===== src/rtl/fp_display_pkg.sv =====
// Shared constants and helpers for the seven-segment display blocks.
// Segment patterns are active-low and ordered {a,b,c,d,e,f,g}.
package fp_display_pkg;

    localparam int SEG_W = 7;

    // All segments dark.
    localparam logic [SEG_W-1:0] SEG_OFF = 7'b1111111;

    // Hex glyphs 0..F; lower-case b and d keep them distinct from 8 and 0.
    localparam logic [SEG_W-1:0] HEX_SEG [16] = '{
        7'b0000001, 7'b1001111, 7'b0010010, 7'b0000110,
        7'b1001100, 7'b0100100, 7'b0100000, 7'b0001111,
        7'b0000000, 7'b0000100, 7'b0001000, 7'b1100000,
        7'b0110001, 7'b1000010, 7'b0110000, 7'b0111000
    };

    // Ceiling log2, usable in parameter expressions; returns 0 for value <= 1.
    function automatic int clog2(input int value);
        int bits;
        bits = 0;
        while ((1 << bits) < value) begin
            bits++;
        end
        return bits;
    endfunction

endpackage


===== src/rtl/hex_to_seg.sv =====
// Combinational nibble-to-glyph decoder, shared by the display blocks.
module hex_to_seg
    import fp_display_pkg::*;
(
    input  logic [3:0]       nibble_i,
    output logic [SEG_W-1:0] seg_o
);

    assign seg_o = HEX_SEG[nibble_i];

endmodule


===== src/rtl/fp_result_viewer.sv =====
// Time-multiplexed hex viewer for the FP adder result. The captured word is
// split into pages of NUM_DIGITS nibbles; the page is scanned one digit at a
// time, each digit lit for REFRESH_CYCLES clocks. Page 0 holds the most
// significant nibbles so sign and exponent appear first.
module fp_result_viewer
    import fp_display_pkg::*;
#(
    parameter  int DATA_WIDTH     = 32,
    parameter  int NUM_DIGITS     = 4,
    parameter  int REFRESH_CYCLES = 50000,
    localparam int NUM_PAGES      = DATA_WIDTH / (4 * NUM_DIGITS),
    localparam int PAGE_W         = (NUM_PAGES > 1) ? clog2(NUM_PAGES) : 1
)
(
    input  logic                  clk,
    input  logic                  reset,
    input  logic [DATA_WIDTH-1:0] result,
    input  logic                  result_valid,
    input  logic                  next_page,
    input  logic                  freeze,
    output logic [NUM_DIGITS-1:0] an,
    output logic [SEG_W-1:0]      seg,
    output logic [7:0]            leds,
    output logic [PAGE_W-1:0]     page
);

    localparam int DIG_W       = (NUM_DIGITS > 1) ? clog2(NUM_DIGITS) : 1;
    localparam int CNT_W       = clog2(REFRESH_CYCLES);
    localparam int NUM_NIBBLES = DATA_WIDTH / 4;
    localparam int NIB_W       = (NUM_NIBBLES > 1) ? clog2(NUM_NIBBLES) : 1;

    localparam logic [PAGE_W-1:0] LAST_PAGE  = PAGE_W'(NUM_PAGES - 1);
    localparam logic [DIG_W-1:0]  LAST_DIGIT = DIG_W'(NUM_DIGITS - 1);
    localparam logic [CNT_W-1:0]  LAST_COUNT = CNT_W'(REFRESH_CYCLES - 1);

    logic [DATA_WIDTH-1:0] captured_q, captured_d;
    logic [PAGE_W-1:0]     page_q, page_d;
    logic [DIG_W-1:0]      digitIdx_q, digitIdx_d;
    logic [CNT_W-1:0]      refreshCnt_q, refreshCnt_d;
    logic [NUM_DIGITS-1:0] an_q, an_d;
    logic [SEG_W-1:0]      seg_q, seg_d;
    logic [7:0]            leds_q, leds_d;

    logic [3:0]            nibbles [NUM_NIBBLES];
    logic [NIB_W-1:0]      nibIdx;
    logic [3:0]            selNibble;
    logic [SEG_W-1:0]      segPattern;

    // Capture the adder result on a strobe unless the display is frozen.
    always_comb begin
        captured_d = captured_q;
        if (result_valid && !freeze) begin
            captured_d = result;
        end
    end

    // Page advance on the debounced pulse; freeze does not block paging.
    always_comb begin
        page_d = page_q;
        if (next_page) begin
            page_d = (page_q == LAST_PAGE) ? '0 : page_q + PAGE_W'(1);
        end
    end

    // Refresh timer and digit scan; independent of data and page changes.
    always_comb begin
        refreshCnt_d = refreshCnt_q + CNT_W'(1);
        digitIdx_d   = digitIdx_q;
        if (refreshCnt_q == LAST_COUNT) begin
            refreshCnt_d = '0;
            digitIdx_d   = (digitIdx_q == LAST_DIGIT) ? '0 : digitIdx_q + DIG_W'(1);
        end
    end

    // Nibble view of the captured word, index 0 being the most significant.
    always_comb begin
        for (int i = 0; i < NUM_NIBBLES; i++) begin
            nibbles[i] = captured_q[DATA_WIDTH-1-4*i -: 4];
        end
    end

    // Pick the nibble for the current page and digit.
    always_comb begin
        nibIdx    = NIB_W'(int'(page_q) * NUM_DIGITS + int'(digitIdx_q));
        selNibble = nibbles[nibIdx];
    end

    hex_to_seg u_hexToSeg (
        .nibble_i (selNibble),
        .seg_o    (segPattern)
    );

    // Next values for the registered pin drivers.
    always_comb begin
        an_d   = ~(NUM_DIGITS'(1) << digitIdx_q);
        seg_d  = segPattern;
        leds_d = captured_q[7:0];
    end

    // State and pin registers; reset leaves the display dark.
    always_ff @(posedge clk or posedge reset) begin
        if (reset) begin
            captured_q   <= '0;
            page_q       <= '0;
            digitIdx_q   <= '0;
            refreshCnt_q <= '0;
            an_q         <= '1;
            seg_q        <= SEG_OFF;
            leds_q       <= '0;
        end else begin
            captured_q   <= captured_d;
            page_q       <= page_d;
            digitIdx_q   <= digitIdx_d;
            refreshCnt_q <= refreshCnt_d;
            an_q         <= an_d;
            seg_q        <= seg_d;
            leds_q       <= leds_d;
        end
    end

    assign an   = an_q;
    assign seg  = seg_q;
    assign leds = leds_q;
    assign page = page_q;

endmodule


===== config.mk =====
export PLATFORM = sky130hd
export DESIGN_NAME = fp_result_viewer
export DESIGN_NICKNAME = d
export VERILOG_FILES = /design/src/rtl/fp_display_pkg.sv /design/src/rtl/hex_to_seg.sv /design/src/rtl/fp_result_viewer.sv
export SDC_FILE = /design/constraint.sdc
export NUM_CORES = 1
export LEC_CHECK = 0
export CAP_MARGIN = 40
export CORE_ASPECT_RATIO = 0.7
export CORE_MARGIN = 2
export CORE_UTILIZATION = 59
export DETAILED_ROUTE_END_ITERATION = 8
export DONT_BUFFER_PORTS = 1
export MAX_ROUTING_LAYER = met4
export PLACE_DENSITY = 0.82
export REMOVE_ABC_BUFFERS = 1
export SLEW_MARGIN = 15
export SYNTH_ARGS = -nofsm -noshare
export SYNTH_HDL_FRONTEND = slang
export SYNTH_SLANG_ARGS = --single-unit
export TNS_END_PERCENT = 1

===== constraint.sdc =====
create_clock -name clk -period 3 [get_ports clk]
set_input_delay 0.9 -clock clk [delete_from_list [all_inputs] [get_ports clk]]
set_output_delay 0.9 -clock clk [all_outputs]
set_load 0.01 [all_outputs]

==> results.md <==
- Antenna Cells: 0
- Synth cell types: 38
- Placed Area: 0.00323 mm²
- Clock Pin Slew Worst Setup and Hold Paths: 0.08 ns
- Simple-gate share of the synthesized area: 7.16%
- RSZ-0062 raised after global routing: false
- Final HPWL DP: 3740 µm
- Most Crowded Layer GR: met2
- Via density per instance: 5.62
- Post-Synth XOR/XNOR Area: 3.90%
- NetSw: 0.000705 W
- Mux contribution to synthesized area: 23.2%
- TritonCTS buffer count: 9
- Fin crit period: 2.70 ns
- Area contributors post-synth: dfrtp_1 (47%), mux2_2 (13%), dfstp_2 (9.2%), ha_1 (4.4%), mux4_1 (4.2%)
- Grt total ovfl: 0
- Number of port buffers: 0
- Total GRT Usage: 21.2%
- Setup Buffers After CTS: 0
- CP required: 3.26 ns
- H-tree levels: 3
- Ports: 57
- Routing usage on met1: 28.7%
- Routed wire per std cell: 17.1 µm
- NumNets Final: 278
- Slew Limit Fails: 0
- Synth async-reset ratio: 100%
- Count of state elements after synthesis: 70
- Final number of setup-violating endpoints: 0
- YS warnings: 0
- Initial antenna violation count: 0
- Gpl congestion: 0.857
- Worst hold slack: 0.399 ns
- Synthesized instance count: 223
- Final WL: 5270 µm
- Grt met2 use: 28.8%
- Global-route wire length before repair: 8980 µm
- Worst setup EP type: register
- Layout Cell Area excl Fill: 0.00344 mm²
- Post-route DRC: 0
- Pwr Density: 712 mW/mm²
- CTS tree: built
- Max clock buf depth: 2
- Root Buffer: clkbuf_8
- Initial DRC Count: 99
- Fin. Hold Viols: 0
- Die Wd: 91.3 µm
- Static leakage: 1.52 nW
- Vias in the first global route: 1759
- Placed Instances: 291
- Post-route ant nets: 0
- Worst vdd ir: 0.441 mV
- Synth top cells by count: dfrtp_1 (59), mux2_2 (37), nor2_1 (13)
- Sequential group share of total power: 49.5%
- Synth Area in Adders: 4.38%
- Synth Area in Compound Gates: 2.19%
- Sw frac: 28.8%
- Met3 usage: 8.49%
- Main combinational cell family by area after synthesis: multiplexers
- Via count: 1725
- Yosys top cell area share: 46.9%
- Syn_area_per_cell: 14.1 µm²
- Rows: 22
- Setup_tns: 0 ns
- CP max FO: 9
- P_int: 0.00175 W
- DIE AREA: 0.00594 mm²
- Fin util: 66.2%
- Post-synth EDFFs: 0
- Slew headroom: 53.8%
- Core footprint: 0.00520 mm²
- Max Fclk: 370 MHz
- Max Cap Viol: 0
- Fillcell total: 373
- Count leader, synth: dfrtp_1
- CTS Sinks: 70
- Largest net degree at the start of global routing: 42
- Combinational share of power: 18.8%
- Resize count post-CTS: 0
- Die H: 65.1 µm
- Area leader, netlist: dfrtp_1
- Clock power share: 31.6%
- Worst slew pin tran: 0.687 ns
- Type of origin of the critical path: register
- Setup CP Type: reg2reg
- Starting Density: 60.5%
- Status: finished clean
- Cell Count, Final, Fillers Out: 307
- Critical Path AT: 2.97 ns
- DR pass1 iterations: 4
- Hold buffers post-CTS: 0
- Top FF cell, synth: dfrtp_1
- Worst Hold Class: reg2reg
- Post-synthesis sequential area ratio: 56.1%
- Share of layout cells above drive strength 1: 32.3%
- Fin crit share: 90.0%
- Area grow syn2layout: 9.43%
- Max Clock Skew: 0.0139 ns
- Worst skew pair latency: 0.35 ns
- Syn Std Cell Area: 0.00315 mm²
-- final timing paths --
kind	slack, ns	cells after the start	to	from
setup / recovery	0.30	6	seg[6]	digitIdx_q[0]
hold / removal	0.40	0	leds[2]	captured_q[2]
setup reg to reg	0.30	6	seg[6]	digitIdx_q[0]
hold reg to reg	0.40	0	leds[2]	captured_q[2]
max in group asynchronous	1.77	2	seg[0]	reset
min in group asynchronous	0.52	1	captured_q[29]	reset
-- per-stage QoR --
step / power (W) / setup slack (ns)
5_1_grt: 0.00258 / 0.128
3_5_place_dp: 0.00170 / 0.335
3_3_place_gp: 0.00168 / 0.432
6_report: 0.00245 / 0.299
2_1_floorplan: 0.00159 / 0.107
4_1_cts: 0.00247 / 0.306
-- power groups by stage --
| stage | Combinational (W) | Sequential, W | Clock (W) |
|---|---|---|---|
| CTS | 0.000461 | 0.00122 | 0.000786 |
| detailed placement | 0.000460 | 0.00124 | 0 |
| floorplan | 0.000381 | 0.00120 | 0 |
| global route | 0.000512 | 0.00123 | 0.000836 |
| global placement | 0.000443 | 0.00124 | 0 |
| finish | 0.000462 | 0.00121 | 0.000776 |
-- routing by layer --
metal	wire [µm]	up-vias
met2	2300	66
li1	-	802
met4	53	0
met5	0	-
met3	389	5
met1	2520	852
-- cells by family (layout without fill, tap and decap cells) --
logic type / count (synthesis) / count (layout)
AO/OA/AOI/OAI: 10 / 10
XOR/XNOR: 14 / 14
adder cells (fa/ha/maj): 11 / 11
buffers and inverters: 21 / 33
flip-flops: 70 / 70
multiplexers: 54 / 54
AND/OR/NAND/NOR: 43 / 43
-- cells in the final DEF (no fill, tap or decap), types with 4 or more instances in the layout --
master / n
mux2_2: 37
clkbuf_8: 10
nor2_1: 13
mux4_1: 5
dfstp_2: 11
nand2_1: 4
xor2_1: 7
xnor2_1: 7
ha_1: 11
inv_1: 11
mux2i_1: 7
dfrtp_1: 59
nand3_1: 6
-- flip-flops by register name, indices dropped and copies added (netlist names) --
register      count
an                4
captured_q       32
digitIdx_q        2
leds              8
page              1
refreshCnt_q     16
seg               7
-- area by class of cell --
type                            instances  area, µm²  share of cell area [%]
Inverter                               13       48.8                    1.42
Timing Repair Buffer                    4       42.5                    1.24
Sequential cell                        70       1770                    51.3
Clock inverter                          6       70.1                    2.04
Clock buffer                           10        138                    4.00
Tap cell                               72       90.1                    2.62
Multi-Input combinational cell        132       1290                    37.4
-- critical path: stages (launching register included) --
cell and delay (ns):
dfrtp_1 0.64, mux4_1 0.61, mux2i_1 0.52, inv_1 0.15, ha_1 0.27, and3_1 0.16
a211o_1 0.27
Note: power is estimated with default switching activity, not from simulation.
